$ cat src/rtl/hazard_ctrl_unit.sv
// Pipeline hazard controller: per-stage enables/flushes for load-use, mispredict and dmem waits.
// Optional perf counters (stall_cycles, flush_events) are built when HAZARD_PERF_CNT_EN is defined.
module hazard_ctrl_unit #(
  parameter int FLUSH_CYCLES = 1,
  parameter int MEM_TIMEOUT  = 64
) (
  input  logic        clk,
  input  logic        rst,
  input  logic [4:0]  rs1_id,
  input  logic [4:0]  rs2_id,
  input  logic        rs1_used_id,
  input  logic        rs2_used_id,
  input  logic [4:0]  rd_ex,
  input  logic        mem_read_ex,
  input  logic        wb_reg_file_ex,
  input  logic        mispredict_ex,
  input  logic        dmem_req_mem,
  input  logic        dmem_ready,
  output logic        pc_en,
  output logic        if_id_en,
  output logic        if_id_flush,
  output logic        id_ex_en,
  output logic        id_ex_flush,
  output logic        ex_mem_en,
  output logic        mem_wb_bubble,
  output logic        mem_timeout,
  output logic [31:0] stall_cycles,
  output logic [31:0] flush_events
);

  typedef enum logic [1:0] {RUN, MEM_WAIT, REDIRECT} state_t;
  typedef enum logic [1:0] {M_NORM, M_LU, M_REDIR, M_FREEZE} mode_t;

  localparam logic [3:0] FLUSH_RELOAD = 4'(FLUSH_CYCLES - 1);
  localparam logic [9:0] TMO_CNT      = 10'(MEM_TIMEOUT - 1);

  state_t     state, state_nxt;
  mode_t      mode;
  logic [3:0] flush_cnt, flush_cnt_nxt;
  logic [9:0] wait_cnt, wait_cnt_nxt;
  logic       timeout_set;
  logic       lu, ms;

  assign lu = mem_read_ex & wb_reg_file_ex & (rd_ex != 5'd0) &
              ((rs1_used_id & (rs1_id == rd_ex)) | (rs2_used_id & (rs2_id == rd_ex)));
  assign ms = dmem_req_mem & ~dmem_ready;

  always_comb begin
    state_nxt     = state;
    flush_cnt_nxt = flush_cnt;
    wait_cnt_nxt  = wait_cnt;
    timeout_set   = 1'b0;
    mode          = M_NORM;
    if (ms) begin
      mode = M_FREEZE;
      case (state)
        RUN: begin
          state_nxt    = MEM_WAIT;
          wait_cnt_nxt = 10'd1;
        end
        MEM_WAIT: begin
          if (wait_cnt != 10'd1023) wait_cnt_nxt = wait_cnt + 10'd1;
          if (wait_cnt == TMO_CNT) timeout_set = 1'b1;
        end
        default: ;  // REDIRECT holds its flush count while frozen
      endcase
    end else if (mispredict_ex) begin
      mode = M_REDIR;
      if (FLUSH_CYCLES > 1) begin
        state_nxt     = REDIRECT;
        flush_cnt_nxt = FLUSH_RELOAD;
      end else begin
        state_nxt = RUN;
      end
    end else if (state == REDIRECT) begin
      // lu is ignored here: the ID instruction is being flushed anyway
      mode          = M_REDIR;
      flush_cnt_nxt = flush_cnt - 4'd1;
      if (flush_cnt == 4'd1) state_nxt = RUN;
    end else begin
      state_nxt = RUN;
      mode      = lu ? M_LU : M_NORM;
    end
    if (!ms && state == MEM_WAIT) wait_cnt_nxt = 10'd0;
  end

  always_comb begin
    pc_en         = 1'b1;
    if_id_en      = 1'b1;
    if_id_flush   = 1'b0;
    id_ex_en      = 1'b1;
    id_ex_flush   = 1'b0;
    ex_mem_en     = 1'b1;
    mem_wb_bubble = 1'b0;
    case (mode)
      M_FREEZE: begin
        pc_en         = 1'b0;
        if_id_en      = 1'b0;
        id_ex_en      = 1'b0;
        ex_mem_en     = 1'b0;
        mem_wb_bubble = 1'b1;
      end
      M_REDIR: begin
        if_id_flush = 1'b1;
        id_ex_flush = 1'b1;
      end
      M_LU: begin
        pc_en       = 1'b0;
        if_id_en    = 1'b0;
        id_ex_flush = 1'b1;
      end
      default: ;
    endcase
  end

  always_ff @(posedge clk or posedge rst) begin
    if (rst) begin
      state       <= RUN;
      flush_cnt   <= 4'd0;
      wait_cnt    <= 10'd0;
      mem_timeout <= 1'b0;
    end else begin
      state     <= state_nxt;
      flush_cnt <= flush_cnt_nxt;
      wait_cnt  <= wait_cnt_nxt;
      if (timeout_set) mem_timeout <= 1'b1;
    end
  end

`ifdef HAZARD_PERF_CNT_EN
  always_ff @(posedge clk or posedge rst) begin
    if (rst) begin
      stall_cycles <= 32'd0;
      flush_events <= 32'd0;
    end else begin
      if (!pc_en) stall_cycles <= stall_cycles + 32'd1;
      if (mispredict_ex && !ms) flush_events <= flush_events + 32'd1;
    end
  end
`else
  assign stall_cycles = 32'd0;
  assign flush_events = 32'd0;
`endif

endmodule

$ cat config.mk
export PLATFORM = sky130hd
export DESIGN_NAME = hazard_ctrl_unit
export DESIGN_NICKNAME = d
export VERILOG_FILES = /design/src/rtl/hazard_ctrl_unit.sv
export SDC_FILE = /design/constraint.sdc
export NUM_CORES = 1
export LEC_CHECK = 0
export ABC_AREA = 1
export CORE_MARGIN = 3
export CORE_UTILIZATION = 38
export CTS_CLUSTER_SIZE = 12
export DETAILED_ROUTE_END_ITERATION = 10
export GPL_ROUTABILITY_DRIVEN = 0
export PLACE_DENSITY = 0.78
export SLEW_MARGIN = 10
export SYNTH_ARGS = -nofsm -noshare
export SYNTH_HDL_FRONTEND = slang
export SYNTH_SLANG_ARGS = --single-unit
$ cat constraint.sdc
create_clock -name clk -period 1.7 [get_ports clk]
set_input_delay 0.425 -clock clk [delete_from_list [all_inputs] [get_ports clk]]
set_output_delay 0.425 -clock clk [all_outputs]
set_load 0.05 [all_outputs]
# After elaboration in Yosys (flattened, before gate mapping)
# Index checks and enable logic that the tools add are counted.
dict set report totals {
  register_bits 17
  out_inout_bits 72
}
dict set report classes {
  reduce_logical 11
  addsub 2
  muxes 21
  bitwise_logic 10
  n_eq_ne 13
}
# op n
set ops {}
lappend ops {{$mux W10} 3}
lappend ops {{$pmux W10 S2} 1}
lappend ops {{$mux W2} 8}
lappend ops {{$add A10 B1 Y10 const B} 1}
lappend ops {{$eq A10 B6 Y1 const B} 1}
lappend ops {{$eq A5 B5 Y1} 2}
lappend ops {{$ne A10 B10 Y1 const B} 1}
lappend ops {{$mux W1} 9}
lappend ops {{$and A1 B1 Y1} 6}
lappend ops {{$eq A2 B2 Y1 const B} 3}
lappend ops {{$reduce_and A3 Y1} 2}
lappend ops {{$reduce_bool A5 Y1} 1}
lappend ops {{$eq A2 B1 Y1 const B} 2}
lappend ops {{$eq A4 B1 Y1 const B} 1}
lappend ops {{$ne A4 B3 Y1 const B} 1}
lappend ops {{$reduce_or A2 Y1} 2}
lappend ops {{$sub A4 B1 Y4 const B} 1}
lappend ops {{$ne A3 B2 Y1 const B} 1}
lappend ops {{$not A1 Y1} 3}
lappend ops {{$reduce_bool A3 Y1} 1}
lappend ops {{$logic_not A2 Y1} 1}
lappend ops {{$ne A2 B1 Y1 const B} 1}
lappend ops {{$reduce_and A2 Y1} 1}
lappend ops {{$reduce_bool A2 Y1} 1}
lappend ops {{other kinds (3)} 3}

# Longest topological paths before layout
dict set report logic_depth {
  word_depth 11
  mapped_depth 11
  ltp_nobuf 10
}

# Least setup slack after synthesis
# No wires, ideal clock.
dict set report synth_path {
  path_kind {input to output}
  start {input port rd_ex[3]}
  end {output port if_id_flush}
  t_required_ns 1.275
  cell_stages 6
  arrival_ns 2.247
  slack_ns -0.972
  n_path_buf 0
  path_cell_list {inv_1 nand4_1 o21bai_1 inv_1 a21oi_1 ha_1}
}
dict set report synth_via {
  elab_chain_cells 10
}
# item line
set synth_lines {}
lappend synth_lines {{start, declared} 13} ;# input logic [4:0] rd_ex,
lappend synth_lines {{$eq A5 B5 Y1} 45} ;# ((rs1_used_id & (rs1_id == rd_ex)) | (rs2_used_id & (rs2_id == rd_ex)));
lappend synth_lines {{$and A1 B1 Y1} 45}
lappend synth_lines {{$or A1 B1 Y1} 45}
lappend synth_lines {{$and A1 B1 Y1 *} 44} ;# assign lu = mem_read_ex & wb_reg_file_ex & (rd_ex != 5'd0) &
lappend synth_lines {{$mux W1 *} 82} ;# mode = lu ? M_LU : M_NORM;
lappend synth_lines {{$mux W2 *} 75} ;# end else if (state == REDIRECT) begin
lappend synth_lines {{$mux W2 *} 67} ;# end else if (mispredict_ex) begin
lappend synth_lines {{$mux W2 *} 54} ;# if (ms) begin
lappend synth_lines {{$eq A2 B2 Y1 *} 95} ;# case (mode)
lappend synth_lines {{$mux W1 *} 95}
lappend synth_lines {{end, declared} 21} ;# output logic if_id_flush,
# Every way passes the cells marked *; elsewhere a longest branch is shown, timed or not.

# Worst setup path after layout
dict set report layout_path {
  start {input port rd_ex[1]}
  end {output port mem_wb_bubble}
}
dict set report layout_via {
  elab_chain_cells 10
}
# item line
set layout_lines {}
lappend layout_lines {{$eq A5 B5 Y1} 45}
lappend layout_lines {{$and A1 B1 Y1} 45}
lappend layout_lines {{$or A1 B1 Y1} 45}
lappend layout_lines {{$and A1 B1 Y1 *} 44}
lappend layout_lines {{$mux W1 *} 82}
lappend layout_lines {{$mux W2 *} 75}
lappend layout_lines {{$mux W2 *} 67}
lappend layout_lines {{$mux W2 *} 54}
lappend layout_lines {{$eq A2 B2 Y1 *} 95}
lappend layout_lines {{$mux W1 *} 95}
lappend layout_lines {{end, declared} 25} ;# output logic mem_wb_bubble,
# Marked as above.

==> flow_metrics.tcl <==
set metrics [dict create \
    swShare_pct 47.3 \
    vias 1327 \
    worstSetupPathType "primary input to output pin" \
    violations "negative setup slack" \
    status "finished with violations" \
    antenna_cells 0 \
    crit_chain "buf_8 > inv_6 > buf_6 > nand4_1 > o21bai_4 > inv_2 > nand2_2 > nand2_4 > buf_6 > ha_4 > buf_12" \
    final_hold_viol_count 0 \
    synthSimpleGateAreaFrac_pct 32.8 \
    max_stage_delay_ns 0.16 \
    p_switching_mw 0.582 \
    final_common_cell "conb_1" \
    row_count 22 \
    synthTopCellsByArea "buf_4, dfrtp_1, nand2_1" \
    start_kind "primary input" \
    grt_pass1_wl_microns 4820 \
    die_y_microns 69.9 \
    rsz0062_at_grt "true" \
    post-route-util_pct 53.4 \
    clock_latency_ns 0.24 \
    cts.reportedPaths.clkPinSlew_ns 0.05 \
    syn-cell-area_sq_um 1550 \
    syn_to_final_growth_pct 30.9 \
    cts-htree-levels 1 \
    die_area_sq_um 4880 \
    power_frac_seq_pct 24.4 \
    p_per_area_nw_per_um2 606 \
    synth_top_cell_by_area "buf_4" \
    synth_warnings 0 \
    cts_made_buffers 3 \
    maxCapViolations 0 \
    power.share.clock_pct 25.7 \
    reg2regPathDepth 8 \
    cts_buffer_depth 2 \
    ys_seq_area_share_pct 19.4 \
    internal-power_mw 0.648 \
    synth_cells 231 \
    drive_gt1_share_pct 32.0 \
    path_max_fanout 3 \
    synthAdderAreaFrac_pct 3.23 \
    drtPass1Iterations 4 \
    yosysUniqueCellTypes 25 \
    grt_max_degree 13 \
    setup_viol 7 \
    p_leak_nw 1.14 \
    synth_seq_cells 12 \
    end_kind "output pin" \
    start_util_pct 40.8 \
    coreArea_sq_um 3800 \
    layout_min_cycle_time_ns 1.98 \
    cts_tree "yes" \
    wl_per_cell_microns 9.49 \
    io_buffers 31 \
    hp-class "primary input to async pin" \
    final_cell_mix "conb_1, nand2_1, nor2_1" \
    drt_wl_total_microns 3060 \
    fin_area_sq_um 2030 \
    route.detailed.drc 0 \
    timing.rr.start "wait_cnt[1]" \
    place_area_sq_um 1880 \
    cts_root_buffer "clkbuf_8" \
    worstPathRequired_ns 1.27 \
    comb_power_share_pct 49.9 \
    fin_crit_sh_pct 116 \
    vias_per_cell 4.11 \
    syn_area_per_cell_sq_um 6.71 \
    grt_usage_pct 11.9 \
    hold_slack_ns 0.487 \
    antenna_found_initial 0 \
    cp.arrival_ns 1.55 \
    vdd_drop_max_uv 404 \
    die_w_microns 69.9 \
    cp_slowest_cell "o21bai_4" \
    drt_iter0_markers 31 \
    fmax_mhz 506 \
    r2r_setup_slack_ns 0.30 \
    synth_compound_area_share_pct 5.33 \
    drv_slew 0 \
    cpMostUsedCell "buf_6" \
    pin_count 96 \
    setup_ws_ns -0.275 \
    ant_nets 0 \
    finClkSkew_ns 0.00352 \
    cts_sinks 12 \
    synth_top_family_by_area "buffers and inverters" \
    synthXorXnorAreaFrac_pct 0 \
    yosysTopAreaCellShare_pct 32.0 \
    synth_mux_area_share_pct 0 \
    grt_pass1_vias 1119 \
    hpwl_microns 2480 \
    regToRegEndpoint "wait_cnt[9]" \
    final_nets 304 \
    ctsHoldBuffers 0 \
    overflow 0 \
]
==> per-layer routing <==
| layer | GRT usage [%] | up-vias | share of wire [%] |
|---|---|---|---|
| li1 | - | 666 | - |
| met1 | 13.1 | 593 | 36 |
| met2 | 21.3 | 61 | 53 |
| met3 | 2.59 | 7 | 8.1 |
| met4 | 5.96 | 0 | 2.5 |
| met5 | 0 | - | 0 |
==> flip-flops by register name, indices dropped and copies added, names as in the netlist <==
name	count
mem_timeout	1
state	1
wait_cnt	10
==> worst max-delay path, delay by kind of cell <==
| family | cells | cell delay (ns) |
|---|---|---|
| compound gates | 1 | 0.16 |
| fa+ha+maj | 1 | 0.15 |
| buf+inv | 6 | 0.56 |
| simple gates | 3 | 0.26 |
==> worst max path at each step <==
stage	from	end	slack, ns	cells after the start
6_report	rd_ex[1]	mem_wb_bubble	-0.28	11
5_1_grt	rd_ex[1]	id_ex_en	-0.32	12
4_1_cts	rd_ex[1]	if_id_flush	-0.33	10
3_5_place_dp	rd_ex[2]	ex_mem_en	-0.82	12
3_3_place_gp	rd_ex[2]	id_ex_en	-0.76	12
2_1_floorplan	rd_ex[3]	if_id_flush	-0.28	6
==> through the flow <==
stage | worst slack (ns) | std cells | power (mW) | setup TNS [ns]
finish | -0.275 | 323 | 1.23 | -1.84
global route | -0.317 | 323 | 1.29 | -2.14
CTS | -0.327 | 322 | 1.22 | -2.00
detailed placement | -0.815 | 315 | 0.898 | -5.79
global placement | -0.760 | 315 | 0.895 | -5.27
floorplan | -0.285 | 294 | 0.876 | -0.738
==> power groups by stage <==
stage | clock (mW) | sequential (mW) | combinational [mW]
6_report | 0.315 | 0.300 | 0.614
5_1_grt | 0.348 | 0.301 | 0.645
4_1_cts | 0.327 | 0.300 | 0.591
3_5_place_dp | 0 | 0.305 | 0.593
3_3_place_gp | 0 | 0.305 | 0.590
2_1_floorplan | 0 | 0.304 | 0.572
==> synth_stat cells (all sizes together) <==
| library cell | n |
|---|---|
| o21ai | 6 |
| conb | 1 |
| nand4 | 6 |
| buf | 66 |
| inv | 29 |
| nand2 | 67 |
| dfrtp | 12 |
| nand3 | 12 |
| a21oi | 3 |
| o21a | 1 |
| or2 | 1 |
| nor2 | 20 |
| ha | 4 |
| nor3 | 1 |
| o21bai | 2 |
==> repair_timing <==
action / CTS / global route
endpoints found under the setup margin: 7 / 7
hold endpoints to repair: 0 / 0
cloned: 0 / 0
gates resized for setup: 83 / 28
buffers inserted: 3 / 1
pin swaps: 25 / 21
==> cell families after synthesis <==
group | after synthesis
adders and majority gates | 4
DFF | 12
and+or+nand+nor | 107
buffers and inverters | 95
AOI/OAI and AO/OA | 12
other | 1
==> layout make-up <==
class,instances,area [sq um]
clock buffers,4,55.1
fillers,373,1770
inverters,29,148
multi-input cells,187,985
flip-flops and latches,12,300
well taps,48,60.1
repair buffers,43,482
No activity file was read; power rests on OpenSTA's default activity.
